`src/rtl/pipeline_ctrl_if.sv`:
```
// rtl/pipeline_ctrl_if.sv - hazard inputs and register-control outputs between datapath and pipeline_ctrl
interface pipeline_ctrl_if;
    logic       id_valid;
    logic [4:0] id_rs1;
    logic [4:0] id_rs2;
    logic       id_uses_rs1;
    logic       id_uses_rs2;
    logic       ex_valid;
    logic [4:0] ex_rd;
    logic       ex_mem_read;
    logic       ex_branch_taken;
    logic       imem_ready;
    logic       mem_access;
    logic       mem_ready;
    logic       if_en;
    logic       id_en;
    logic       ex_en;
    logic       mem_en;
    logic       if_kill;
    logic       id_bubble;
    logic       pc_redirect;

    modport master (
        output id_valid, id_rs1, id_rs2, id_uses_rs1, id_uses_rs2,
        output ex_valid, ex_rd, ex_mem_read, ex_branch_taken,
        output imem_ready, mem_access, mem_ready,
        input  if_en, id_en, ex_en, mem_en, if_kill, id_bubble, pc_redirect
    );

    modport slave (
        input  id_valid, id_rs1, id_rs2, id_uses_rs1, id_uses_rs2,
        input  ex_valid, ex_rd, ex_mem_read, ex_branch_taken,
        input  imem_ready, mem_access, mem_ready,
        output if_en, id_en, ex_en, mem_en, if_kill, id_bubble, pc_redirect
    );
endinterface

```
`src/rtl/pipeline_ctrl.sv`:
```
// rtl/pipeline_ctrl.sv - five-stage pipeline hazard/sequencing controller with memory watchdog and perf counters
module pipeline_ctrl #(
    parameter int MEM_TIMEOUT = 64,
    parameter int CNT_W       = 32
) (
    input  logic             clk,
    input  logic             rst_n,
    pipeline_ctrl_if.slave   pipe,
    output logic             mem_err,
    output logic [CNT_W-1:0] stall_cycles,
    output logic [CNT_W-1:0] flush_count
);
    localparam int WD_W = (MEM_TIMEOUT < 1) ? 1 : $clog2(MEM_TIMEOUT + 1);
    localparam logic [WD_W-1:0] WD_MAX = WD_W'(MEM_TIMEOUT);
    localparam bit WD_ON = (MEM_TIMEOUT != 0);

    typedef enum logic [1:0] {RUN, MEM_WAIT, ERR} state_t;

    state_t           state_q, state_d;
    logic [WD_W-1:0]  wd_q, wd_d;
    logic             mem_err_q, mem_err_d;
    logic [CNT_W-1:0] stall_cycles_q, stall_cycles_d;
    logic [CNT_W-1:0] flush_count_q, flush_count_d;

    logic mem_stall, freeze, redirect, load_use, wd_fire;
    logic if_en, id_en, ex_en, mem_en, if_kill, id_bubble, pc_redirect;

    assign mem_stall = pipe.mem_access & ~pipe.mem_ready;
    assign freeze    = (state_q == ERR) | mem_stall;
    assign redirect  = pipe.ex_valid & pipe.ex_branch_taken;
    assign load_use  = pipe.ex_valid & pipe.ex_mem_read & (pipe.ex_rd != 5'd0) & pipe.id_valid &
                       ((pipe.id_uses_rs1 & (pipe.id_rs1 == pipe.ex_rd)) |
                        (pipe.id_uses_rs2 & (pipe.id_rs2 == pipe.ex_rd)));
    assign wd_fire   = WD_ON & mem_stall & (wd_q == WD_MAX - 1'b1);

    // Controls are held quiet during reset so no register loads garbage.
    always_comb begin
        if_en       = 1'b0;
        id_en       = 1'b0;
        ex_en       = 1'b0;
        mem_en      = 1'b0;
        if_kill     = 1'b0;
        id_bubble   = 1'b0;
        pc_redirect = 1'b0;
        if (!rst_n || freeze) begin
            if_en = 1'b0;
        end else if (redirect) begin
            {if_en, id_en, ex_en, mem_en} = 4'b1111;
            if_kill     = 1'b1;
            id_bubble   = 1'b1;
            pc_redirect = 1'b1;
        end else if (load_use) begin
            {ex_en, mem_en} = 2'b11;
            id_bubble       = 1'b1;
        end else if (!pipe.imem_ready) begin
            {id_en, ex_en, mem_en} = 3'b111;
            if_kill                = 1'b1;
        end else begin
            {if_en, id_en, ex_en, mem_en} = 4'b1111;
        end
    end

    assign pipe.if_en       = if_en;
    assign pipe.id_en       = id_en;
    assign pipe.ex_en       = ex_en;
    assign pipe.mem_en      = mem_en;
    assign pipe.if_kill     = if_kill;
    assign pipe.id_bubble   = id_bubble;
    assign pipe.pc_redirect = pc_redirect;

    always_comb begin
        state_d   = state_q;
        mem_err_d = mem_err_q;
        wd_d      = '0;
        if (WD_ON && mem_stall)
            wd_d = (wd_q == WD_MAX) ? wd_q : wd_q + 1'b1;
        case (state_q)
            RUN:      if (mem_stall) state_d = MEM_WAIT;
            MEM_WAIT: if (pipe.mem_ready || !pipe.mem_access) state_d = RUN;
            ERR:      state_d = ERR;
            default:  state_d = RUN;
        endcase
        if (wd_fire && state_q != ERR) begin
            state_d   = ERR;
            mem_err_d = 1'b1;
        end
    end

    always_comb begin
        stall_cycles_d = stall_cycles_q;
        flush_count_d  = flush_count_q;
        if (!if_en && stall_cycles_q != '1)
            stall_cycles_d = stall_cycles_q + 1'b1;
        if (pc_redirect && flush_count_q != '1)
            flush_count_d = flush_count_q + 1'b1;
    end

    always_ff @(posedge clk or negedge rst_n) begin
        if (!rst_n) begin
            state_q        <= RUN;
            wd_q           <= '0;
            mem_err_q      <= 1'b0;
            stall_cycles_q <= '0;
            flush_count_q  <= '0;
        end else begin
            state_q        <= state_d;
            wd_q           <= wd_d;
            mem_err_q      <= mem_err_d;
            stall_cycles_q <= stall_cycles_d;
            flush_count_q  <= flush_count_d;
        end
    end

    assign mem_err      = mem_err_q;
    assign stall_cycles = stall_cycles_q;
    assign flush_count  = flush_count_q;
endmodule

```
`src/flat_wrapper.sv`:
```
// flat-port wrapper written by rule: the top's interface ports become plain ports
module pipeline_ctrl_flat 
#(
    parameter int MEM_TIMEOUT = 64,
    parameter int CNT_W       = 32
)
  (clk, rst_n, mem_err, stall_cycles, flush_count, pipe_id_valid, pipe_id_rs1, pipe_id_rs2, pipe_id_uses_rs1, pipe_id_uses_rs2, pipe_ex_valid, pipe_ex_rd, pipe_ex_mem_read, pipe_ex_branch_taken, pipe_imem_ready, pipe_mem_access, pipe_mem_ready, pipe_if_en, pipe_id_en, pipe_ex_en, pipe_mem_en, pipe_if_kill, pipe_id_bubble, pipe_pc_redirect);
  pipeline_ctrl_if pipe_i ();
  input  logic clk;
  input  logic rst_n;
  output logic mem_err;
  output logic [CNT_W-1:0] stall_cycles;
  output logic [CNT_W-1:0] flush_count;
  input wire logic [$bits(pipe_i.id_valid)-1:0] pipe_id_valid;
  input wire logic [$bits(pipe_i.id_rs1)-1:0] pipe_id_rs1;
  input wire logic [$bits(pipe_i.id_rs2)-1:0] pipe_id_rs2;
  input wire logic [$bits(pipe_i.id_uses_rs1)-1:0] pipe_id_uses_rs1;
  input wire logic [$bits(pipe_i.id_uses_rs2)-1:0] pipe_id_uses_rs2;
  input wire logic [$bits(pipe_i.ex_valid)-1:0] pipe_ex_valid;
  input wire logic [$bits(pipe_i.ex_rd)-1:0] pipe_ex_rd;
  input wire logic [$bits(pipe_i.ex_mem_read)-1:0] pipe_ex_mem_read;
  input wire logic [$bits(pipe_i.ex_branch_taken)-1:0] pipe_ex_branch_taken;
  input wire logic [$bits(pipe_i.imem_ready)-1:0] pipe_imem_ready;
  input wire logic [$bits(pipe_i.mem_access)-1:0] pipe_mem_access;
  input wire logic [$bits(pipe_i.mem_ready)-1:0] pipe_mem_ready;
  output wire logic [$bits(pipe_i.if_en)-1:0] pipe_if_en;
  output wire logic [$bits(pipe_i.id_en)-1:0] pipe_id_en;
  output wire logic [$bits(pipe_i.ex_en)-1:0] pipe_ex_en;
  output wire logic [$bits(pipe_i.mem_en)-1:0] pipe_mem_en;
  output wire logic [$bits(pipe_i.if_kill)-1:0] pipe_if_kill;
  output wire logic [$bits(pipe_i.id_bubble)-1:0] pipe_id_bubble;
  output wire logic [$bits(pipe_i.pc_redirect)-1:0] pipe_pc_redirect;
  assign pipe_i.id_valid = pipe_id_valid;
  assign pipe_i.id_rs1 = pipe_id_rs1;
  assign pipe_i.id_rs2 = pipe_id_rs2;
  assign pipe_i.id_uses_rs1 = pipe_id_uses_rs1;
  assign pipe_i.id_uses_rs2 = pipe_id_uses_rs2;
  assign pipe_i.ex_valid = pipe_ex_valid;
  assign pipe_i.ex_rd = pipe_ex_rd;
  assign pipe_i.ex_mem_read = pipe_ex_mem_read;
  assign pipe_i.ex_branch_taken = pipe_ex_branch_taken;
  assign pipe_i.imem_ready = pipe_imem_ready;
  assign pipe_i.mem_access = pipe_mem_access;
  assign pipe_i.mem_ready = pipe_mem_ready;
  assign pipe_if_en = pipe_i.if_en;
  assign pipe_id_en = pipe_i.id_en;
  assign pipe_ex_en = pipe_i.ex_en;
  assign pipe_mem_en = pipe_i.mem_en;
  assign pipe_if_kill = pipe_i.if_kill;
  assign pipe_id_bubble = pipe_i.id_bubble;
  assign pipe_pc_redirect = pipe_i.pc_redirect;
  pipeline_ctrl #(.MEM_TIMEOUT(MEM_TIMEOUT), .CNT_W(CNT_W)) u_core (.clk(clk), .rst_n(rst_n), .pipe(pipe_i), .mem_err(mem_err), .stall_cycles(stall_cycles), .flush_count(flush_count));
endmodule
```
`config.mk`:
```
export PLATFORM = sky130hd
export DESIGN_NAME = pipeline_ctrl_flat
export DESIGN_NICKNAME = d
export VERILOG_FILES = /design/src/rtl/pipeline_ctrl_if.sv /design/src/rtl/pipeline_ctrl.sv /design/src/flat_wrapper.sv
export SDC_FILE = /design/constraint.sdc
export NUM_CORES = 1
export LEC_CHECK = 0
export BUFFER_PORTS_ARGS = -buffer_cell sky130_fd_sc_hd__buf_2
export CAP_MARGIN = 30
export CORE_AREA = 2 2 91 93
export DETAILED_ROUTE_END_ITERATION = 8
export DIE_AREA = 0 0 93 95
export MAX_ROUTING_LAYER = met4
export PLACE_DENSITY = 0.85
export SLEW_MARGIN = 20
export SYNTH_ARGS = -nofsm -noshare
export SYNTH_HDL_FRONTEND = slang
export SYNTH_SLANG_ARGS = --single-unit
```
`constraint.sdc`:
```
create_clock -name clk -period 2 [get_ports clk]
set_input_delay 0.4 -clock clk [delete_from_list [all_inputs] [get_ports clk]]
set_output_delay 0.4 -clock clk [all_outputs]
set_load 0.01 [all_outputs]
```
==> results.txt <==
- Syn_nets: 388
- Unrepaired setup endpoints after global routing: true
- Number of hold violations in the final report: 0
- Area after detailed placement: 4690 um^2
- Of the total synthesized cell area, the portion taken by full adders, half adders and majority gates is 0.0135.
- In the post-synthesis netlist, the biggest area contributors are sky130_fd_sc_hd__dfrtp_1 50%, sky130_fd_sc_hd__xnor2_1 9.9%, sky130_fd_sc_hd__xor2_1 7.1%.
* Final setup viols: 4
- Latest clock arrival within the worst-skew pair: 0.33 ns
- Synthesized area per cell: 10.3 um^2
- The share of total power dissipated in sequential elements is 0.540.
- Area taken by flip-flops and latches: 1850 um^2
- TritonCTS built the clock tree.
* Inserted Clock Buffers: 9
- At the end of routability-driven placement, the weighted congestion stood at 0.903.
- In the final layout, the share of cells above drive strength 1 is 0.392.
- Total inserted antenna cells: 0
- The critical path is of the in -> out type.
* Initial core utilization: 0.467
* DR vias: 3,291
- Cell type of the slowest stage on the worst timing path: sky130_fd_sc_hd__or4_4
* Highest cell delay on the worst timing path: 0.54 ns
- Number of storage elements in the synthesis netlist: 74
* Peak supply drop: 0.000265 V
- Data arrives at the worst endpoint at 1.71 ns.
* Gate count after technology mapping: 358
- Area growth from synthesis to final layout: 38.3%
- Fraction of power spent switching nets: 0.218
- In the synthesized netlist the async set-or-reset flop fraction comes to 1.00.
- Global-route wire length before repair: 14,100 um
- Post-route cell area: 5120 um^2
- Most numerous cell in the Yosys netlist: sky130_fd_sc_hd__dfrtp_1
* Most used flip-flop cell after synthesis: sky130_fd_sc_hd__dfrtp_1
- Pwr dens: 542 nW/um^2
* Cell variety after synth: 42
- Between clock sinks in the finished design, the worst skew comes to 0.0114 ns.
- Non-Filler Instances: 625
- Full die area: 8840 um^2
- Result of the run: complete, but fails checks
- Via density: 5.27
* Number of hold buffers added after CTS: 0
- Once placement completed, the tool counted placed cells totaling 603.
- Area share of and/or/nand/nor cells after synthesis: 0.240
* P_leak: 2.52 nW
* Number of antenna violations at the first check in global routing: 0
* Fraction of synthesized cell area taken by the top area cell type: 0.500
- Counting both buffers and inverters, the worst setup path holds a total of 2.
- Of the total power, combinational logic draws 0.047.
- For this run, the register share of the synthesized area comes to 0.500.
- Core region area: 7930 um^2
- Average routed wire per standard cell: 14.3 um
- Failing checks: setup timing
- Mux share of post-synthesis cell area: 0.0182
- Final setup margin: -0.109 ns
- The max-slew violation count was 0.
* Worst-case setup slack after placement: -0.216 ns
* Top-Level Pins: 98
- The floorplan step set the die width to 93 um.
* Clock tree sinks: 74
- # H-tree levels: 3
- The cell sitting at the root of the clock tree is a sky130_fd_sc_hd__clkbuf_8.
- The internal portion of the total power is 2.17 mW.
- Clock-pin slew was measured on the worst setup and hold paths at 0.07 ns.
- Cell area after technology mapping: 3700 um^2
* Routed WL: 8960 um
- Synthesis Warnings: 0
* Row count: 33
* Clock period minus final worst setup slack: 2.11 ns
- Of the total power, the clock network draws 0.413.
* Max clock buf depth: 2
- After detailed routing, the number of remaining DRC violations is 0.
- Global routing finished with a remaining overflow of 0.
* Post-route clock period utilization: 1.05
- For this run, the detailed router's first-pass iteration total came to 4.
- Measured against its own limit, the worst slew margin works out to 0.672.
* Number of port buffers: 97
- Initial drt markers: 132
- Count of flip-flops with a built-in enable after synthesis: 0
- Detailed Place HPWL: 6500 um
* Maximum fanout along the worst path: 3
- The biggest area contributor in the post-synthesis netlist is sky130_fd_sc_hd__dfrtp_1.
- Delay-heaviest family, CP: simple AND/OR/NAND/NOR gates
- Worst Setup Start Kind: input pin
- The compound-gate portion of the synthesized area was 0.0395.
- The commonest cells after synthesis are 74 x sky130_fd_sc_hd__dfrtp_1, 42 x sky130_fd_sc_hd__xnor2_1, 35 x sky130_fd_sc_hd__nand2_1, 30 x sky130_fd_sc_hd__xor2_1, 28 x sky130_fd_sc_hd__nand3_1.
- Largest net degree at the start of global routing: 40
- Derived from the worst setup path, the maximum achievable clock frequency is 0.474 GHz.
* Maximum capacitance violations: 0
* Via count of the first global-routing pass: 3,161
* Number of nets in the final layout: 545
- Of the total synthesized cell area, the portion taken by XOR and XNOR cells is 0.170.
- In this run the remaining antenna-violating nets after routing total 0.
- On the final layout, the worst hold slack is 0.187 ns.
- STA classifies the critical path endpoint as an output pin.
- Path category of the worst min-delay check: in -> async
- For the pin with the worst max-slew slack, the measured transition is 0.492 ns.
* Data required time at the worst endpoint: 1.60 ns
- Fill cells: 632
* Height of the die: 95 um
- Main combinational cell family by area after synthesis: simple AND/OR/NAND/NOR gates
- Total global routing track utilization: 0.206
* Multi-input gate area in the final layout: 1980 um^2
* Net switching power: 605 uW
- Crit-path cells: buf_8 > or4_4 > o21ai_4 > nor2b_4 > nand2b_4 > o21ai_2 > buf_2
[cell usage in the layout, fill, tap and decap left out, types with 2 or more instances in the layout]
| master | instances |
|---|---|
| sky130_fd_sc_hd__nand3_1 | 28 |
| sky130_fd_sc_hd__clkbuf_8 | 10 |
| sky130_fd_sc_hd__o21ai_2 | 2 |
| sky130_fd_sc_hd__o21ai_0 | 4 |
| sky130_fd_sc_hd__xnor2_1 | 39 |
| sky130_fd_sc_hd__xor2_1 | 30 |
| sky130_fd_sc_hd__buf_6 | 2 |
| sky130_fd_sc_hd__nand4_1 | 19 |
| sky130_fd_sc_hd__xnor2_2 | 3 |
| sky130_fd_sc_hd__nor4_2 | 3 |
| sky130_fd_sc_hd__and3_1 | 8 |
| sky130_fd_sc_hd__nand2b_1 | 2 |
| sky130_fd_sc_hd__or3_1 | 4 |
| sky130_fd_sc_hd__buf_2 | 94 |
| sky130_fd_sc_hd__buf_8 | 2 |
| sky130_fd_sc_hd__dfrtp_1 | 74 |
| sky130_fd_sc_hd__nand2_1 | 35 |
| sky130_fd_sc_hd__mux2_2 | 5 |
| sky130_fd_sc_hd__clkbuf_1 | 2 |
| sky130_fd_sc_hd__and2_1 | 2 |
| sky130_fd_sc_hd__o211ai_1 | 2 |
| sky130_fd_sc_hd__and4_1 | 6 |
| sky130_fd_sc_hd__nor3_1 | 13 |
| sky130_fd_sc_hd__inv_1 | 11 |
| sky130_fd_sc_hd__nand2b_4 | 2 |
| sky130_fd_sc_hd__a211oi_1 | 2 |
| sky130_fd_sc_hd__nor3_2 | 7 |
| sky130_fd_sc_hd__buf_4 | 53 |
| sky130_fd_sc_hd__nor4_4 | 5 |
| sky130_fd_sc_hd__nor2_1 | 21 |
| sky130_fd_sc_hd__or4_4 | 2 |
| sky130_fd_sc_hd__a21oi_1 | 3 |
| sky130_fd_sc_hd__ha_1 | 4 |
[layout make-up]
cell class,instances,share of cell area
Multi-Input combinational cell,268,0.387
Sequential cell,74,0.362
Timing Repair Buffer,151,0.180
Clock buffer,12,0.0283
Tap cell,105,0.0257
Clock inverter,4,0.0100
Inverter,11,0.00806
[flip-flops by register name, indices dropped and copies added, names as in the netlist]
name / count
u_core.stall_cycles: 32
u_core.state_q: 2
u_core.flush_count: 32
u_core.mem_err: 1
u_core.wd_q: 7
[per-layer routing]
layer / global-route usage / part of all wire / up-vias
met2: 0.356 / 0.52 / 98
met4: 0.0711 / 0.010 / 0
li1: - / - / 1565
met1: 0.249 / 0.43 / 1620
met5: - / 0 / -
met3: 0.0295 / 0.038 / 8
[metrics by stage]
stage	setup TNS (ns)	total power [mW]	util
floorplan	-0.0622	1.56	-
global placement	-2.25	1.64	0.592
detailed placement	-3.78	1.64	0.592
CTS	-0.192	2.79	0.625
global route	-0.346	2.87	0.646
finish	-0.228	2.77	0.646
[power groups by stage]
stage	clock, mW	combinational (mW)	sequential [mW]
3_3_place_gp	0	0.112	1.53
5_1_grt	1.23	0.145	1.50
6_report	1.15	0.130	1.50
4_1_cts	1.17	0.123	1.50
3_5_place_dp	0	0.116	1.53
2_1_floorplan	0	0.0356	1.53
[what timing repair did]
item                                   in CTS  in global routing
gates resized for setup                    11                 29
pin swaps                                   3                 11
setup endpoints to repair                   4                 26
endpoints found under the hold margin       0                  0
buffers inserted                            2                  3
gates cloned                                0                  1
[cell families (layout without fill, tap and decap cells)]
| group | Yosys count | in the layout |
|---|---|---|
| simple gates | 165 | 165 |
| fa+ha+maj | 4 | 4 |
| buf+inv | 16 | 178 |
| flops | 74 | 74 |
| compound gates | 21 | 21 |
| xor+xnor | 72 | 72 |
| mux | 6 | 6 |
[path summary, 6_finish.rpt]
path / start / endpoint / slack [ns] / cells past startpoint
max: pipe_ex_rd[3] / pipe_if_kill / -0.11 / 7
min: rst_n / u_core.wd_q[1] / 0.19 / 2
max reg2reg: u_core.state_q[0] / u_core.stall_cycles[30] / 0.05 / 7
min reg2reg: u_core.mem_err / u_core.mem_err / 0.46 / 1
max in group asynchronous: rst_n / u_core.flush_count[9] / 1.45 / 2
min in group clk: u_core.mem_err / u_core.mem_err / 0.46 / 1
[worst register-to-register path, stage by stage (launching register included)]
cell and delay (ns):
sky130_fd_sc_hd__dfrtp_1 0.36, sky130_fd_sc_hd__nand2b_4 0.15, sky130_fd_sc_hd__o2111ai_2 0.11, sky130_fd_sc_hd__o21bai_4 0.17, sky130_fd_sc_hd__o21ai_2 0.09, sky130_fd_sc_hd__buf_4 0.14, sky130_fd_sc_hd__or4_4 0.52, sky130_fd_sc_hd__mux2_1 0.31
(Power assumes the default switching activity.)
